## src/rtl/glitch_cmd_ctrl.sv

```systemverilog
// ---------------------------------------------------------------------------
// glitch_cmd_ctrl
//
// Byte-oriented command decoder sitting between a UART and a glitch engine.
// A frame is one opcode byte, optionally followed by a 4-byte little-endian
// payload:
//   0x01 SET_DELAY <4 bytes>  -> cfg_delay, reply 0xA5
//   0x02 SET_WIDTH <4 bytes>  -> cfg_width, reply 0xA5
//   0x03 ARM                  -> one-cycle arm pulse, reply 0xA5 on glitch_done
//   0x04 STATUS               -> reply {6'b0, overrun, armed_once}
//   0xFF CLEAR                -> zero cfg_delay, cfg_width, overrun, reply 0xA5
//   anything else             -> reply 0xEE
// Bytes received while a command is executing or replying are dropped and
// set a sticky overrun flag.
//
// Ports:
//   clk          in   system clock, rising edge
//   rst          in   asynchronous active-high reset
//   rx_data[7:0] in   received byte, valid with rx_valid
//   rx_valid     in   one-cycle strobe per received byte
//   tx_data[7:0] out  reply byte (held from SEND until back in IDLE)
//   tx_en        out  one-cycle transmit request
//   tx_rdy       in   transmitter idle
//   cfg_delay    out  32-bit glitch delay register
//   cfg_width    out  32-bit glitch width register
//   arm          out  one-cycle glitch start strobe
//   glitch_done  in   one-cycle completion strobe from the glitch engine
//   busy         out  high whenever the controller is not IDLE
//
// Build option:
//   GLITCH_CMD_TIMEOUT_EN  when defined, a payload that stalls for
//                          TIMEOUT_CYCLES cycles between bytes is abandoned
//                          silently; otherwise PAYLOAD waits indefinitely.
// ---------------------------------------------------------------------------
module glitch_cmd_ctrl #(
    parameter int TIMEOUT_CYCLES = 1000000
) (
    input  logic        clk,
    input  logic        rst,
    input  logic [7:0]  rx_data,
    input  logic        rx_valid,
    output logic [7:0]  tx_data,
    output logic        tx_en,
    input  logic        tx_rdy,
    output logic [31:0] cfg_delay,
    output logic [31:0] cfg_width,
    output logic        arm,
    input  logic        glitch_done,
    output logic        busy
);

    typedef enum logic [2:0] {
        ST_IDLE,
        ST_PAYLOAD,
        ST_EXEC,
        ST_WAIT_GLITCH,
        ST_SEND,
        ST_WAIT_TX
    } state_t;

    localparam logic [7:0] OP_SET_DELAY = 8'h01;
    localparam logic [7:0] OP_SET_WIDTH = 8'h02;
    localparam logic [7:0] OP_ARM       = 8'h03;
    localparam logic [7:0] OP_STATUS    = 8'h04;
    localparam logic [7:0] OP_CLEAR     = 8'hFF;
    localparam logic [7:0] REPLY_OK     = 8'hA5;
    localparam logic [7:0] REPLY_ERR    = 8'hEE;

    generate
        if (TIMEOUT_CYCLES < 1) begin : g_bad_timeout
            $error("TIMEOUT_CYCLES must be at least 1");
        end
    endgenerate

    state_t      state_q;
    logic [7:0]  opcode_q;
    logic [31:0] payload_q;
    logic [1:0]  byte_cnt_q;
    logic [31:0] cfg_delay_q;
    logic [31:0] cfg_width_q;
    logic [7:0]  tx_data_q;
    logic        tx_en_q;
    logic        arm_q;
    logic        overrun_q;
    logic        armed_once_q;

    // Little-endian assembly: each new byte enters at the top and the word
    // shifts down, so the first byte ends up in bits 7:0 after four bytes.
    logic [31:0] payload_d;
    logic [7:0]  status_d;
    logic        drop_byte_d;

    assign payload_d   = {rx_data, payload_q[31:8]};
    assign status_d    = {6'b0, overrun_q, armed_once_q};
    assign drop_byte_d = rx_valid && (state_q inside {ST_EXEC, ST_WAIT_GLITCH,
                                                      ST_SEND, ST_WAIT_TX});

`ifdef GLITCH_CMD_TIMEOUT_EN
    localparam logic [31:0] TMO_LAST = 32'(TIMEOUT_CYCLES - 1);
    logic [31:0] tmo_cnt_q;
`else
    // No inter-byte timeout: a partial payload waits for its remaining bytes
    // until reset.
`endif

    always_ff @(posedge clk or posedge rst) begin
        if (rst) begin
            state_q      <= ST_IDLE;
            opcode_q     <= 8'h00;
            payload_q    <= 32'h0;
            byte_cnt_q   <= 2'd0;
            cfg_delay_q  <= 32'h0;
            cfg_width_q  <= 32'h0;
            tx_data_q    <= 8'h00;
            tx_en_q      <= 1'b0;
            arm_q        <= 1'b0;
            overrun_q    <= 1'b0;
            armed_once_q <= 1'b0;
`ifdef GLITCH_CMD_TIMEOUT_EN
            tmo_cnt_q    <= 32'h0;
`endif
        end else begin
            // Strobes are single-cycle unless re-asserted below.
            tx_en_q <= 1'b0;
            arm_q   <= 1'b0;

            case (state_q)
                ST_IDLE: begin
                    if (rx_valid) begin
                        opcode_q   <= rx_data;
                        byte_cnt_q <= 2'd0;
`ifdef GLITCH_CMD_TIMEOUT_EN
                        tmo_cnt_q  <= 32'h0;
`endif
                        case (rx_data)
                            OP_SET_DELAY, OP_SET_WIDTH: state_q <= ST_PAYLOAD;
                            OP_ARM, OP_STATUS, OP_CLEAR: state_q <= ST_EXEC;
                            default: begin
                                tx_data_q <= REPLY_ERR;
                                state_q   <= ST_SEND;
                            end
                        endcase
                    end
                end

                ST_PAYLOAD: begin
                    if (rx_valid) begin
                        payload_q  <= payload_d;
                        byte_cnt_q <= byte_cnt_q + 2'd1;
`ifdef GLITCH_CMD_TIMEOUT_EN
                        tmo_cnt_q  <= 32'h0;
`endif
                        if (byte_cnt_q == 2'd3) begin
                            state_q <= ST_EXEC;
                        end
                    end
`ifdef GLITCH_CMD_TIMEOUT_EN
                    // Abandon the frame without a reply; the config registers
                    // are only written in EXEC, so they stay untouched.
                    else if (tmo_cnt_q == TMO_LAST) begin
                        tmo_cnt_q <= 32'h0;
                        state_q   <= ST_IDLE;
                    end else begin
                        tmo_cnt_q <= tmo_cnt_q + 32'd1;
                    end
`endif
                end

                ST_EXEC: begin
                    case (opcode_q)
                        OP_SET_DELAY: begin
                            cfg_delay_q <= payload_q;
                            tx_data_q   <= REPLY_OK;
                            state_q     <= ST_SEND;
                        end
                        OP_SET_WIDTH: begin
                            cfg_width_q <= payload_q;
                            tx_data_q   <= REPLY_OK;
                            state_q     <= ST_SEND;
                        end
                        OP_ARM: begin
                            arm_q   <= 1'b1;
                            state_q <= ST_WAIT_GLITCH;
                        end
                        OP_STATUS: begin
                            tx_data_q <= status_d;
                            state_q   <= ST_SEND;
                        end
                        OP_CLEAR: begin
                            cfg_delay_q <= 32'h0;
                            cfg_width_q <= 32'h0;
                            overrun_q   <= 1'b0;
                            tx_data_q   <= REPLY_OK;
                            state_q     <= ST_SEND;
                        end
                        default: state_q <= ST_IDLE;
                    endcase
                end

                ST_WAIT_GLITCH: begin
                    if (glitch_done) begin
                        armed_once_q <= 1'b1;
                        tx_data_q    <= REPLY_OK;
                        state_q      <= ST_SEND;
                    end
                end

                ST_SEND: begin
                    if (tx_rdy) begin
                        tx_en_q <= 1'b1;
                        state_q <= ST_WAIT_TX;
                    end
                end

                ST_WAIT_TX: begin
                    // Wait for the transmitter to accept the byte (go busy)
                    // before accepting the next frame.
                    if (!tx_rdy) begin
                        state_q <= ST_IDLE;
                    end
                end

                default: state_q <= ST_IDLE;
            endcase

            // Placed after the case so a byte dropped during CLEAR still
            // leaves the overrun flag set.
            if (drop_byte_d) begin
                overrun_q <= 1'b1;
            end
        end
    end

    assign tx_data   = tx_data_q;
    assign tx_en     = tx_en_q;
    assign arm       = arm_q;
    assign cfg_delay = cfg_delay_q;
    assign cfg_width = cfg_width_q;
    assign busy      = (state_q != ST_IDLE);

endmodule
```

## config.mk

```make
export PLATFORM = sky130hd
export DESIGN_NAME = glitch_cmd_ctrl
export DESIGN_NICKNAME = d
export VERILOG_FILES = /design/src/rtl/glitch_cmd_ctrl.sv
export SDC_FILE = /design/constraint.sdc
export NUM_CORES = 1
export LEC_CHECK = 0
export CAP_MARGIN = 30
export CORE_ASPECT_RATIO = 1.4
export CORE_MARGIN = 2
export CORE_UTILIZATION = 52
export CTS_CLUSTER_SIZE = 14
export DETAILED_ROUTE_END_ITERATION = 16
export GPL_TIMING_DRIVEN = 0
export HOLD_SLACK_MARGIN = 0.15
export PLACE_DENSITY = 0.86
export SYNTH_ARGS = -nofsm -noshare
export SYNTH_HDL_FRONTEND = slang
export SYNTH_SLANG_ARGS = --single-unit
export TNS_END_PERCENT = 5
```

## constraint.sdc

```tcl
create_clock -name clk -period 4.8 [get_ports clk]
set_clock_uncertainty 0.2 [all_clocks]
set_input_delay 0.48 -clock clk [delete_from_list [all_inputs] [get_ports clk]]
set_output_delay 0.48 -clock clk [all_outputs]
set_load 0.02 [all_outputs]
```

==> impl_metrics.yaml <==
run_status:
  outcome: "finished clean"
setup_path:
  timing.rr.end: "cfg_width[26]$_DFFE_PP0P_"
  worst_path_largest_cell_delay_ns: 0.61
  slowest_stage: "clkdlybuf4s50_1"
  path_buf_inv: 2
  critPathTopFamily: "buffers and inverters"
  critPathMaxFanout: 10
  cp.arrival_ns: 2.02
  r2r_cells: 5
  critical_path_class: "register to output port"
  end_kind: "output port"
  path_cells: "clkbuf_1 > nor2_1 > nand2_1 > clkdlybuf4s50_1"
  r2r-start: "state_q[0]$_DFFE_PP0P_"
  ff2ff_setup_slack_ns: 2.14
  cp.required_ns: 4.12
  startpoint_type: "register"
global_route:
  gr-total-overflow: 0
  grt_pass1_wl_mm: 19.2
  grt_pass1_vias: 3833
  track_usage: 0.248
  antenna_found_initial: 0
  grt_max_degree: 73
sta:
  layout_min_cycle_time_ns: 2.70
  fin_ws_ns: 2.10
  finalHoldViolCount: 0
  setup_viol: 0
  rsz0062_at_grt: "false"
  worst_slew_pin_slew_ns: 0.882
  max_slew_margin: 0.409
  fmax_ghz: 0.371
  period_share: 0.562
  slew_viol_final: 0
synth:
  synth_edf_count: 0
  synth_top_area_cell: "dfrtp_1"
  synth_ff_type: "dfrtp_1"
  async_flop_share: 1.00
  syn_nets: 417
  synth_cells: 403
  synthDistinctLibCells: 48
  ys_warn_count: 0
  syn_area_per_cell_um2: 11.9
  synth.top_cells.by_area: "dfrtp_1 (61%), a22o_1 (6.0%), nand2_1 (6.0%), mux2_1 (5.9%), mux2_2 (4.0%)"
  synth_seq_area_share: 0.612
  syn_area_um2: 4780
  ys_ff_latch: 117
  yosysTopAreaCellShare: 0.612
finish:
  final_util: 0.716
  drive_gt1_frac: 0.136
  register_area_um2: 2930
  multiInputGateArea_um2: 1690
  nNetsFinal: 523
  antennaDiodeCount: 0
  area_growth_syn_to_layout_pct: 34.4
  final.fill_count: 596
min_path:
  whs_path_depth: 1
  worstHoldEndpoint: "armed_once_q$_DFFE_PP0P_"
  hold_class: "register to register"
  min_from: "armed_once_q$_DFFE_PP0P_"
clock_tree:
  tritoncts: "built"
  clkLatencyLatePin_ns: 0.42
  clock_sinks: 117
  cts_buffers: 17
  cts.path.max_buffers: 2
  ctsHoldBuffers: 0
  cts_setup_buffers: 0
  htree_levels: 4
  clkTransAtPathRegs_ns: 0.05
  post_cts_resized: 0
  cts_root_buf: "clkbuf_16"
place:
  hpwl_mm: 7.80
  portBuffers: 86
  routabilityCongestion: 0.851
  pre_cts_ws_ns: 1.81
die:
  core_um2: 8980
  num_rows: 41
  die_h_um: 117
  fp.dieArea_um2: 9990
  die_w_um: 85.0
  io_pins: 88
  start_util: 0.533
pwr:
  leakage_nw: 2.88
  peakVddDrop_mv: 0.357
  p_per_area_nw_per_um2: 562
drt:
  avgRoutedWirePerCell_um: 18.4
  met1_length_mm: 4.53
  met2RoutedLength_mm: 6.27
  drc: 0
  wl_met3_um: 578
  top_layer_used: "met4"
  wl_mm: 11.6
  vias: 3655
  via_per_inst: 5.81
  drt-initial-drc-count: 252
  firstDrtPassIters: 5
  detail-route-antenna-nets: 0
flow_run:
  maxCapViolCount: 0
[cell usage after synthesis (2+ instances only)]
cell         n
a21oi_1      4
a22o_1      33
buf_2        7
buf_4        4
buf_6        3
clkbuf_1    12
dfrtp_1    117
inv_1        4
mux2_1      25
mux2_2      17
mux2i_1      2
nand2_1     76
nand3_1      6
nand4_1      3
nor2_1      11
nor2b_1      2
nor3_1       6
nor4_1       2
o21ai_0      3
o21ai_1     33
o2bb2ai_1    2
o41ai_1      2
or3b_1       2
or4_1        3
[state kept, by name (all words and copies together) (netlist names)]
| name | cells |
|---|---|
| cfg_delay | 32 |
| cfg_width | 32 |
| payload_q | 32 |
| opcode_q | 8 |
| tx_data | 4 |
| state_q | 3 |
| byte_cnt_q | 2 |
| arm | 1 |
| armed_once_q | 1 |
| overrun_q | 1 |
| tx_en | 1 |
[through the flow]
stage	hold WS (ns)	total power, mW	cell area [um2]	std cells	setup TNS (ns)
after CTS	0.273	3.61	6420	629	0
after floorplan	0.243	1.97	4780	403	0
after detailed placement	0.261	2.29	5810	597	0
after global routing	0.316	3.78	6420	629	0
final	0.277	3.61	6420	629	0
after global placement	0.259	2.24	5780	596	-36.56
[power by group]
group	total [mW]	internal (mW)	switching, mW
Clock	1.30	0.854	0.444
Sequential	1.49	1.23	0.257
Combinational	0.826	0.399	0.428
[area by class of cell]
class,instances,share of cell area
Buffer,26,0.0224
Inverter,6,0.00389
Multi-Input combinational cell,254,0.263
Clock buffer,20,0.0726
Timing Repair Buffer,87,0.138
Tap cell,107,0.0208
Clock inverter,12,0.0238
Sequential cell,117,0.456
[how the worst max path moves through the flow]
| stage | start | to | slack (ns) | cells after the start |
|---|---|---|---|---|
| final | state_q[2]$_DFFE_PP0P_ | busy | 2.10 | 4 |
| after global routing | state_q[2]$_DFFE_PP0P_ | busy | 2.01 | 4 |
| after CTS | state_q[2]$_DFFE_PP0P_ | busy | 2.12 | 4 |
| after detailed placement | rx_data[4] | tx_data[1]$_DFFE_PP0P_ | 1.81 | 6 |
| after global placement | rst | tx_data[0]$_DFFE_PP0P_ | -0.32 | 2 |
| after floorplan | rst | arm$_DFF_PP0_ | 1.02 | 1 |
[cells in the final DEF, fill, tap and decap left out, types with 2 or more instances in the layout]
cell,instances
nor2b_1,2
inv_1,3
dfrtp_1,117
clkbuf_1,12
clkdlybuf4s50_1,86
clkbuf_8,3
clkinv_2,3
bufinv_16,3
nand4_1,3
mux2_2,17
clkbuf_16,17
nand2_1,76
nand3_1,6
or3b_1,2
clkinvlp_4,4
buf_6,3
o41ai_1,2
nor3_1,6
a21oi_1,4
buf_4,4
o21ai_0,3
o21ai_1,33
or4_1,3
clkinv_4,2
buf_2,7
o2bb2ai_1,2
mux2_1,25
nor4_1,2
nor2_1,11
mux2i_1,2
a22o_1,33
[routing by layer]
metal | global-route usage | up-vias
met5 | 0 | -
met4 | 0.0942 | 0
met3 | 0.0603 | 26
met2 | 0.424 | 144
met1 | 0.300 | 1833
li1 | - | 1652
[cells by family (layout without fill, tap and decap cells)]
group | after synthesis | count (layout) | share of synthesized area
buf+inv | 32 | 151 | 0.0348
simple gates | 119 | 119 | 0.113
xor+xnor | 2 | 2 | 0.00366
other cells | 1 | 1 | 0.000784
mux | 44 | 44 | 0.103
fa+ha+maj | 1 | 1 | 0.00262
flops | 117 | 117 | 0.612
compound gates | 87 | 87 | 0.130
(Power assumes the default switching activity.)
==> RTL edit, RTL diff (config.mk and constraints unchanged) <==
The option `GLITCH_CMD_TIMEOUT_EN` is turned on by a define.
--- a/src/rtl/glitch_cmd_ctrl.sv
+++ b/src/rtl/glitch_cmd_ctrl.sv
@@ -32,6 +32,8 @@
 //                          TIMEOUT_CYCLES cycles between bytes is abandoned
 //                          silently; otherwise PAYLOAD waits indefinitely.
 // ---------------------------------------------------------------------------
+`define GLITCH_CMD_TIMEOUT_EN
+
 module glitch_cmd_ctrl #(
     parameter int TIMEOUT_CYCLES = 1000000
 ) (
Check against the original RTL: no difference found for any inputs over 4 cycles, from zero or initial values and one cycle with rst high; that may be too few to reach the edited logic, so the function may still have changed.
==> RTL edit against the unedited design <==
- combinational power up 19%
- via count is 43% higher
- worst setup slack got worse by 49 ps
- sequential power up 18%
- routed wire length grew 40%
- critical path depth unchanged
- design area is 29% higher
- die area up 37%
- area after synthesis increased by 39%
- register-to-register slack improved by 80 ps
- maximum frequency is 1.8% lower
- non-clock buffer count up 7
- sequential cell count grew 32
- total power is 12% higher
==> RTL edit: results (changes against the unedited design) <==
Global route
  • Total track usage: 0.244 (-0.00421)
  • First-pass GRT wire length: 26000 µm (+36%)
  • Number of global-route vias before repair: 5189 (+35%)
  • Largest net degree at the start of global routing: 107 (+47%)

Placement
  • HPWL Detailed: 11500 µm (+47%)
  • Final RePlAce weighted congestion: 0.886 (+4.2%)
  • DP Area: 0.00769 mm² (+33%)
  • Setup Slack @ Placement: 1730 ps (-73.9 ps)
  • Port bufs: 85 (-1.2%)

Final layout
  • Antenna Cells: 0 (unchanged)
  • Fill cells: 876 (+47%)
  • Layout cells sized above 1: 0.163 (+0.0274)
  • Area Growth Syn to Fin: 25.1%
  • Layout net count: 718 (+37%)

Route
  • Routed wire length: 16200 µm (+40%)
  • Via density: 6.04 (+3.9%)
  • Initial DRC Count: 352 (+40%)

STA
  • Worst-Margin Slew: 945 ps (+63.1 ps)

Synth
  • Seq/Total Area, Yosys: 0.563 (-0.0495)
  • Most frequent cells after synthesis: dfrtp_1, nand2_1, o21ai_0, mux2_2, a22o_1
  • Post-synthesis async set-or-reset flop share: 1.00 (unchanged)
  • Syn_nets: 613 (+47%)
  • Area contributors post-synth: dfrtp_1, mux2_2, nand2_1, a22o_1, o21ai_0
  • Synth cell types: 58 (+21%)

Critical path
  • CP Data Arrival Time: 2070 ps (+50 ps)
  • CP max stage delay: 550 ps (-60 ps)
  • FF-to-FF path depth: 6 (+1)
  • Maximum fanout along the worst path: 10 (unchanged)

Power
  • Static leakage power: 0.00360 µW (+25%)
  • VDD IR max: 0.000297 V (-17%)
  • NetSw: 1350 µW (+20%)

CTS
  • Post-CTS Setup Repair Bufs: 0 (unchanged)

Outcome
  • Outcome: completed

Worst hold path
  • HP Class: input pin to asynchronous set/reset pin
[RTL edit: cells by family after synthesis]
| group | share of synthesized area |
|---|---|
| XOR/XNOR | 0.0304 |
| adder cells (fa/ha/maj) | 0.00378 |
| AND/OR/NAND/NOR | 0.183 |
| AO/OA/AOI/OAI | 0.114 |
| other | 0.000566 |
| buffers and inverters | 0.0325 |
| multiplexers | 0.0731 |
| flip-flops | 0.563 |
[RTL edit: worst paths after layout]
kind / startpoint / endpoint / slack [ps]
worst min-delay path: rst / opcode_q[4] / 240
min in group clk: armed_once_q / armed_once_q / 270
worst min register to register: armed_once_q / armed_once_q / 270
worst max-delay path: state_q[2] / busy / 2050
worst max register to register: opcode_q[1] / cfg_delay[8] / 2220
max in group asynchronous: rst / payload_q[12] / 3330
[RTL edit: metrics by stage]
| stage | hold WS (ps) | instances | TNS, ps |
|---|---|---|---|
| after floorplan | 242 | 598 | 0 |
| after global placement | 257 | 833 | -225180 |
| after detailed placement | 264 | 834 | 0 |
| after CTS | 253 | 866 | 0 |
| after global routing | 282 | 866 | 0 |
| final | 242 | 866 | 0 |
[RTL edit: cell type report]
cell class | count | area share
Sequential cell | 149 | 0.450
Clock inverter | 13 | 0.0166
Clock buffer | 19 | 0.0547
Inverter | 9 | 0.00468
Tap cell | 150 | 0.0227
Buffer | 34 | 0.0219
Timing Repair Buffer | 86 | 0.106
Multi-Input combinational cell | 406 | 0.323
[RTL edit: metal layers]
metal / part of all wire / wire, µm / GRT usage
met2: 0.55 / 8960 / 0.449
met1: 0.37 / 6070 / 0.273
met3: 0.046 / 742 / 0.0487
met5: 0 / 0 / 0
met4: 0.026 / 420 / 0.103
[RTL edit: power groups by stage]
stage                     clock network (µW)  logic (µW)  registers [µW]
final                                   1320         981            1760
after global routing                    1370        1070            1790
after CTS                               1330         982            1750
after detailed placement                   0         966            1770
after global placement                     0         919            1750
after floorplan                            0         679            1700
[RTL edit: critical path: cells and delay by family, from the launching register on]
family / cells / cell delay [ps]
AND/OR/NAND/NOR: 1 / 370
buffers and inverters: 3 / 860
flip-flops: 1 / 410
